File: config.mk
export PLATFORM = sky130hd
export DESIGN_NAME = mac_tx_arbiter
export DESIGN_NICKNAME = d
export VERILOG_FILES = /design/src/rtl/mac_tx_arbiter.sv
export SDC_FILE = /design/constraint.sdc
export NUM_CORES = 1
export LEC_CHECK = 0
export CORE_AREA = 8 8 73 75
export DETAILED_ROUTE_END_ITERATION = 10
export DIE_AREA = 0 0 81 83
export DONT_BUFFER_PORTS = 1
export PLACE_DENSITY = 0.55
export SLEW_MARGIN = 20
export SYNTH_ARGS = -nofsm -noshare
export SYNTH_HDL_FRONTEND = slang
export SYNTH_SLANG_ARGS = --single-unit
File: constraint.sdc
create_clock -name mac_clk -period 2.45 [get_ports mac_clk]
set_clock_uncertainty 0.2 [all_clocks]
set_input_delay 0.735 -clock mac_clk [delete_from_list [all_inputs] [get_ports mac_clk]]
set_output_delay 0.735 -clock mac_clk [all_outputs]
set_load 0.01 [all_outputs]
File: src/rtl/mac_tx_arbiter.sv
// -----------------------------------------------------------------------------
// mac_tx_arbiter
//
// Frame-level round-robin arbiter that shares the MAC transmit AXI-Stream input
// among NUM_PORTS user requesters. Once a port is granted it owns the MAC until
// its tlast beat is accepted, so frames from different ports never interleave.
// After each frame the arbiter returns to IDLE for at least one cycle, optionally
// preceded by GAP_CYCLES forced idle cycles.
//
// Parameters:
//   NUM_PORTS        number of requesting slave ports (2..8)
//   AXIS_DATA_WIDTH  data width per port and on the master side
//   AXIS_DATA_BYTES  tkeep width per port
//   GAP_CYCLES       idle cycles forced after each tlast handshake (0..15)
//
// Ports:
//   mac_clk, mac_rst          clock, synchronous active-high reset
//   s_axis_*                  packed per-port slave streams, port p at [p*W +: W]
//   m_axis_*                  master stream towards the MAC TX AXIS slave
//   port_enable               per-port request mask, only looked at when arbitrating
//   grant                     registered one-hot owner, 0 when nobody owns the MAC
//   busy                      high while transferring a frame or in the idle gap
//
// Optional feature (macro TX_ARB_STATS_EN):
//   stats_clear               clears all frame counters on the next edge
//   frame_count               16-bit per-port count of accepted tlast beats
// -----------------------------------------------------------------------------
module mac_tx_arbiter #(
    parameter int NUM_PORTS       = 4,
    parameter int AXIS_DATA_WIDTH = 32,
    parameter int AXIS_DATA_BYTES = AXIS_DATA_WIDTH / 8,
    parameter int GAP_CYCLES      = 0
) (
    input  logic                                   mac_clk,
    input  logic                                   mac_rst,
    input  logic [NUM_PORTS*AXIS_DATA_WIDTH-1:0]   s_axis_tdata,
    input  logic [NUM_PORTS*AXIS_DATA_BYTES-1:0]   s_axis_tkeep,
    input  logic [NUM_PORTS-1:0]                   s_axis_tvalid,
    input  logic [NUM_PORTS-1:0]                   s_axis_tlast,
    output logic [NUM_PORTS-1:0]                   s_axis_tready,
    output logic [AXIS_DATA_WIDTH-1:0]             m_axis_tdata,
    output logic [AXIS_DATA_BYTES-1:0]             m_axis_tkeep,
    output logic                                   m_axis_tvalid,
    output logic                                   m_axis_tlast,
    input  logic                                   m_axis_tready,
    input  logic [NUM_PORTS-1:0]                   port_enable,
    output logic [NUM_PORTS-1:0]                   grant,
    output logic                                   busy
`ifdef TX_ARB_STATS_EN
    ,
    input  logic                                   stats_clear,
    output logic [NUM_PORTS*16-1:0]                frame_count
`endif
);

    localparam int PW = (NUM_PORTS > 1) ? $clog2(NUM_PORTS) : 1;

    generate
        if (NUM_PORTS < 2 || NUM_PORTS > 8) begin : g_bad_num_ports
            $error("mac_tx_arbiter: NUM_PORTS must be in 2..8");
        end
        if (GAP_CYCLES < 0 || GAP_CYCLES > 15) begin : g_bad_gap_cycles
            $error("mac_tx_arbiter: GAP_CYCLES must be in 0..15");
        end
    endgenerate

    typedef enum logic [1:0] {
        ST_IDLE = 2'd0,
        ST_XFER = 2'd1,
        ST_GAP  = 2'd2
    } state_t;

    state_t               state_q, state_d;
    logic [NUM_PORTS-1:0] grant_q, grant_d;
    logic [PW-1:0]        last_q, last_d;
    logic [3:0]           gap_cnt_q, gap_cnt_d;

    // Unpacked views of the packed slave buses.
    logic [AXIS_DATA_WIDTH-1:0] tdata_arr [NUM_PORTS];
    logic [AXIS_DATA_BYTES-1:0] tkeep_arr [NUM_PORTS];

    genvar gi;
    generate
        for (gi = 0; gi < NUM_PORTS; gi++) begin : g_unpack
            assign tdata_arr[gi] = s_axis_tdata[gi*AXIS_DATA_WIDTH +: AXIS_DATA_WIDTH];
            assign tkeep_arr[gi] = s_axis_tkeep[gi*AXIS_DATA_BYTES +: AXIS_DATA_BYTES];
        end
    endgenerate

    // While in XFER, last_q always holds the owner index, so it doubles as
    // the pass-through mux select.
    logic [AXIS_DATA_WIDTH-1:0] sel_tdata;
    logic [AXIS_DATA_BYTES-1:0] sel_tkeep;
    logic                       sel_tvalid;
    logic                       sel_tlast;
    logic                       last_hs;

    assign sel_tdata  = tdata_arr[last_q];
    assign sel_tkeep  = tkeep_arr[last_q];
    assign sel_tvalid = s_axis_tvalid[last_q];
    assign sel_tlast  = s_axis_tlast[last_q];
    assign last_hs    = (state_q == ST_XFER) && sel_tvalid && m_axis_tready && sel_tlast;

    // Round-robin pick: first requesting port after the last one served.
    logic [NUM_PORTS-1:0] req;
    logic [PW-1:0]        winner;
    logic                 found;
    logic [PW-1:0]        idx;

    assign req = s_axis_tvalid & port_enable;

    always_comb begin
        winner = last_q;
        found  = 1'b0;
        idx    = '0;
        for (int i = 1; i <= NUM_PORTS; i++) begin
            idx = PW'((int'(last_q) + i) % NUM_PORTS);
            if (!found && req[idx]) begin
                found  = 1'b1;
                winner = idx;
            end
        end
    end

    always_comb begin
        state_d       = state_q;
        grant_d       = grant_q;
        last_d        = last_q;
        gap_cnt_d     = gap_cnt_q;
        m_axis_tdata  = '0;
        m_axis_tkeep  = '0;
        m_axis_tvalid = 1'b0;
        m_axis_tlast  = 1'b0;
        s_axis_tready = '0;

        case (state_q)
            ST_IDLE: begin
                if (found) begin
                    grant_d = NUM_PORTS'(1) << winner;
                    last_d  = winner;
                    state_d = ST_XFER;
                end
            end
            ST_XFER: begin
                m_axis_tdata  = sel_tdata;
                m_axis_tkeep  = sel_tkeep;
                m_axis_tvalid = sel_tvalid;
                m_axis_tlast  = sel_tlast;
                s_axis_tready = grant_q & {NUM_PORTS{m_axis_tready}};
                if (last_hs) begin
                    grant_d = '0;
                    if (GAP_CYCLES == 0) begin
                        state_d = ST_IDLE;
                    end else begin
                        state_d   = ST_GAP;
                        gap_cnt_d = 4'(GAP_CYCLES - 1);
                    end
                end
            end
            ST_GAP: begin
                if (gap_cnt_q == 4'd0) begin
                    state_d = ST_IDLE;
                end else begin
                    gap_cnt_d = gap_cnt_q - 4'd1;
                end
            end
            default: begin
                state_d = ST_IDLE;
                grant_d = '0;
            end
        endcase
    end

    always_ff @(posedge mac_clk) begin
        if (mac_rst) begin
            state_q   <= ST_IDLE;
            grant_q   <= '0;
            last_q    <= PW'(NUM_PORTS - 1);
            gap_cnt_q <= '0;
        end else begin
            state_q   <= state_d;
            grant_q   <= grant_d;
            last_q    <= last_d;
            gap_cnt_q <= gap_cnt_d;
        end
    end

    assign grant = grant_q;
    assign busy  = (state_q != ST_IDLE);

`ifdef TX_ARB_STATS_EN
    logic [15:0] frame_cnt_q [NUM_PORTS];
    logic [15:0] frame_cnt_d [NUM_PORTS];

    generate
        for (gi = 0; gi < NUM_PORTS; gi++) begin : g_stats
            // Clear takes priority over a coincident tlast.
            always_comb begin
                frame_cnt_d[gi] = frame_cnt_q[gi];
                if (stats_clear) begin
                    frame_cnt_d[gi] = '0;
                end else if (last_hs && grant_q[gi]) begin
                    frame_cnt_d[gi] = frame_cnt_q[gi] + 16'd1;
                end
            end

            always_ff @(posedge mac_clk) begin
                if (mac_rst) begin
                    frame_cnt_q[gi] <= '0;
                end else begin
                    frame_cnt_q[gi] <= frame_cnt_d[gi];
                end
            end

            assign frame_count[gi*16 +: 16] = frame_cnt_q[gi];
        end
    endgenerate
`endif

endmodule

; Word level (Yosys, flattened, before mapping)
; Cells that the tools add are included.
[word_totals]
output_inout_bits = 47
regBits = 12
[op_classes]
bitwise = 5
eq_ne = 5
n_reduce_logical = 16
shifts = 1
order_cmp = 6
addsub = 5
n_mux = 38
[ops]
columns = operator, n
row1 = $mux 32, 3
row2 = $bmux 32 s2, 1
row3 = $mux 4, 6
row4 = $lt 2x3->1 const B, 5
row5 = $mux 2, 7
row6 = $bmux 1 s2, 6
row7 = $mux 1, 12
row8 = $pmux 4 s3, 1
row9 = $and 4x4->4, 2
row10 = $bmux 4 s2, 1
row11 = $logic_and 1x1->1, 6
row12 = $ne 2x2->1 const B, 3
row13 = $pmux 2 s3, 1
row14 = $reduce_and 3->1, 2
row15 = $add 2x1->2 const B, 2
row16 = $add 2x2->2 const B, 2
row17 = $logic_not 4->1, 1
row18 = $reduce_and 2->1, 2
row19 = $shl 1x2->4 const A, 1
row20 = $sub 4x1->4 const B, 1
row21 = $ge 3x3->1 const B, 1
row22 = $logic_not 1->1, 3
row23 = $not 2->3, 1
row24 = $eq 2x1->1 const B, 1
row25 = other kinds (4), 5

; Logic depth before layout (Yosys ltp)
[logic_depth]
word_depth = 16
mapped_depth = 5

; Least setup slack after synthesis
; No wires, ideal clock.
[synth_timing]
path_kind = register to output
startpoint = register last_q[0]
endpoint = output port m_axis_tdata[0]
path_slack_ns = 0.101
n_path_buf = 2
path_stages_with_launch = 5
t_arrival_ns = 1.414
t_required_ns = 1.515
cell_sequence = dfxtp_1 -> buf_6 -> buf_2 -> mux4_2 -> and2_1
[synth_via]
elab_chain_len = 5
[synth_rtl]
columns = item, line
row1 = start: declaration, 75  ; logic [PW-1:0] last_q, last_d;
row2 = start signal: assignment, 178  ; last_q <= PW'(NUM_PORTS - 1);
row3 = start signal: assignment, 183  ; last_q <= last_d;
row4 = $not 2->3 (not written as such), 98  ; assign sel_tdata = tdata_arr[last_q];
row5 = $bmux 32 s2, 98
row6 = $mux 32 (not written as such) (2 in a row), 98
row7 = $mux 32, 136  ; case (state_q)
row8 = end: declaration, 41  ; output logic [AXIS_DATA_WIDTH-1:0] m_axis_tdata,
; No other way between the ends. The select of a mux whose other input is x is not followed.

; Final worst setup path
[layout_timing]
startpoint = register last_q[0]
endpoint = output port m_axis_tdata[24]
; Same word-level chain as after synthesis.

==> summary.md <==
| Metric | Value |
|---|---|
| Number of placed cells counting well taps | 180 |
| Height of the die | 83 µm |
| Post-synthesis sequential area ratio | 0.0898 |
| Setup TNS Final | -34.8 ps |
| Final-report max-slew violation count | 0 |
| Worst Reg2Reg Path Length in Cells | 6 |
| Largest area contributor in the synthesized netlist | mux4_2 |
| Sequential cell area in the final layout | 145 µm² |
| Final hold violation count | 0 |
| Area of the multi-input gates | 0.00143 mm² |
| Antenna diodes | 0 |
| Critical path fanouts, max | 14 |
| Number of H-tree branching levels | 1 |
| Number of global-route vias before repair | 1465 |
| Core area | 0.00420 mm² |
| Ratio of total power to cell area | 463 mW/mm² |
| Final critical-path setup slack | -16.3 ps |
| Area of the mapped netlist | 0.00156 mm² |
| Non-filler instance count after layout | 189 |
| Violations in the final reports | setup timing |
| Area contributors post-synth | mux4_2, and2_1, dfxtp_1 |
| Maxcap violations | 0 |
| Type of origin of the critical path | flip-flop |
| Mapped Avg Cell Area | 11.4 µm² |
| Placed inst area | 0.00163 mm² |
| Pint | 0.558 mW |
| Number of cells on the worst hold path | 2 |
| Critical R2R Capture | grant[1] |
| Number of antenna violations at the first check in global routing | 1 |
| Share of the core filled with cells in the final layout | 0.438 |
| Number of design rule violations left after detail routing | 0 |
| Post-DR wirelength/cell | 36.3 µm |
| # setup viols final | 4 |
| Final estimated routing congestion in global placement | 0.814 |
| Number of I/O port buffers | 0 |
| Summed area of non-filler cells in the final layout | 0.00184 mm² |
| Nets@finish | 297 |
| Sum of net half-perimeters after detailed placement | 5970 µm |
| Number of nets produced by synthesis | 296 |
| Critical-path cell list | buf_12 > mux4_2 > and2_4 |
| Post-layout min period | 2470 ps |
| Clock tree from TritonCTS | yes |
| Share of total power in sequential cells | 0.172 |
| Worst relative slew slack | 0.723 |
| Cts bufs inserted | 3 |
| Clk Tree Root Cell | clkbuf_8 |
| Clock sinks | 7 |
| Logic depth of the worst path, buffers included | 3 |
| Number of buffers inserted by hold repair at cts | 0 |
| Starting DRT DRC Count | 42 |
| Timing startpoint of the critical path | last_q[0] |
| Floorplan die area | 0.00672 mm² |
| Gate count after technology mapping | 137 |
| Endpoint of the most critical setup path | m_axis_tdata[24] |
| Die X | 81 µm |
| Crit end category | output pin |
| Required time of the critical path | 1510 ps |
| Residual overflow from global routing | 0 |
| Share of the cycle needed by the critical path after routing | 1.01 |
| Total via count in the routed design | 1365 |
| Slew of the pin with the lowest slew margin | 416 ps |
| Initial core utilization | 0.371 |
| Switching Power | 0.294 mW |
| Outcome | finished, violations left |
| Unrepaired setup endpoints after global routing | true |
| Clock latency of the later-clocked register in the worst-skew pair | 230 ps |
| Count of warnings emitted by yosys | 0 |
| Top-level I/O count | 206 |
| Tot GR Track Use | 0.183 |
| Fmax | 405 MHz |
| Wire length of the first global-routing pass | 9400 µm |
| Fill cell instance count of the final layout | 391 |
| Class of the tightest hold or removal check | reg -> reg |
| CP arrival | 1530 ps |
| Crit-path slowest cell | mux4_2 |
| Worst reg-to-reg setup slack | 370 ps |
| Part of the total power dissipated in the clock network | 0.193 |
| Switching Share | 0.345 |
| Post-detailed-routing wire length | 6860 µm |
| Maximum number of pins on one net before global-route repair | 29 |
| Length of the first detailed-routing pass in iterations | 4 |
| Leakage | 0.721 nW |
| Peak supply drop | 333 µV |
| P&R area growth vs syn | 17.9% |
| R2R Path Start | last_q[0] |
| Register bit total from synthesis | 7 |
| Power Total | 0.851 mW |
| Placement Setup Slack | 55.8 ps |
| Number of library cell types mapped by synthesis | 27 |
| Buffers from clock root to sink, at most | 2 |
| Top-area cell type share of the netlist area | 0.549 |
| Share of total power in combinational logic | 0.635 |
| Final hold slack | 356 ps |
| Kind of cell adding the most delay to the critical path | multiplexers |
| Start-to-end type of the worst setup path | reg -> out |
| Clock-pin slew of the registers on the worst-case setup and hold paths | 40 ps |
| Post-DRT Antenna Nets | 0 |
| Buffers plus inverters on the worst setup path | 1 |
| Fraction of layout cells with a size suffix above 1 | 0.693 |
| Stage delay of the slowest cell on the critical path | 520 ps |
| Via density | 7.22 |
| Std cell rows | 24 |
==> what timing repair did <==
item / 4_1_cts / 5_1_grt
gates resized for setup: 26 / 12
gates cloned: 0 / 2
buffers inserted: 0 / 3
endpoints found under the setup margin: 32 / 37
==> cell usage after synthesis <==
cell	instances
a311o_1	1
buf_6	1
and3b_1	1
dfxtp_1	7
o221ai_1	1
a22oi_1	2
nand4_1	1
a22o_1	1
buf_1	1
clkbuf_1	7
nand2_1	5
and2_1	39
a31o_2	3
o21ai_0	1
nand3_1	5
a41oi_2	1
and3_1	6
a211oi_1	1
a21oi_1	1
o211ai_1	1
nor2_1	1
o21a_1	1
o2bb2ai_1	1
mux4_2	38
o31ai_1	2
inv_1	2
buf_2	6
==> cell usage in the layout (no fill, tap or decap), types with 2 or more instances in the layout <==
cell and instances:
a22oi_1 2, a31o_2 3, and2_1 2, and2_4 37
and3_1 6, buf_12 2, buf_4 7, clkbuf_16 2
clkbuf_8 3, dfxtp_1 5, inv_1 2, mux4_2 38
nand2_1 5, nand3_1 5, o31ai_1 2
==> worst min-delay path by stage <==
stage | from | to | slack, ps
final | grant[2] | grant[2] | 360
after global routing | grant[3] | grant[3] | 380
after CTS | grant[3] | grant[3] | 350
after detailed placement | grant[3] | grant[3] | 350
after global placement | grant[3] | grant[3] | 340
after floorplan | grant[2] | grant[2] | 300
==> cell type report <==
class	instances	share of cell area
clock buffers	4	0.0245
inverters	2	0.00408
multi-input cells	113	0.780
flip-flops and latches	7	0.0789
well taps	52	0.0354
repair buffers	11	0.0776
==> kinds of logic (layout without fill, tap and decap cells) <==
| kind of cell | count (synthesis) | in the layout | synth area share |
|---|---|---|---|
| muxes | 38 | 38 | 0.549 |
| and+or+nand+nor | 58 | 58 | 0.221 |
| AOI/OAI and AO/OA | 17 | 17 | 0.0906 |
| DFF | 7 | 7 | 0.0898 |
| buffers and inverters | 17 | 17 | 0.0505 |
==> power groups by stage <==
stage	Sequential, mW	Clock, mW	Combinational [mW]
floorplan	0.137	0	0.391
global placement	0.146	0	0.445
detailed placement	0.146	0	0.457
CTS	0.144	0.169	0.502
global route	0.149	0.178	0.577
finish	0.146	0.164	0.541
==> flip-flops by register name (all words and copies together) (netlist names) <==
signal,count
grant,4
last_q,2
state_q,1
==> per-layer routing <==
layer  vias up  routed length, µm  global-route usage
met5         -                 13                   0
met4         2                104              0.0472
met3        12                824              0.0614
met2       118               3790               0.355
met1       674               2130               0.173
li1        559                  -                   -
==> tightest hold or removal path, cell delays in order (launching register included) <==
cell     delay [ps]
dfxtp_1         350
nand3_1          90
o31ai_1          60
Power figures use the tool's default switching activity.
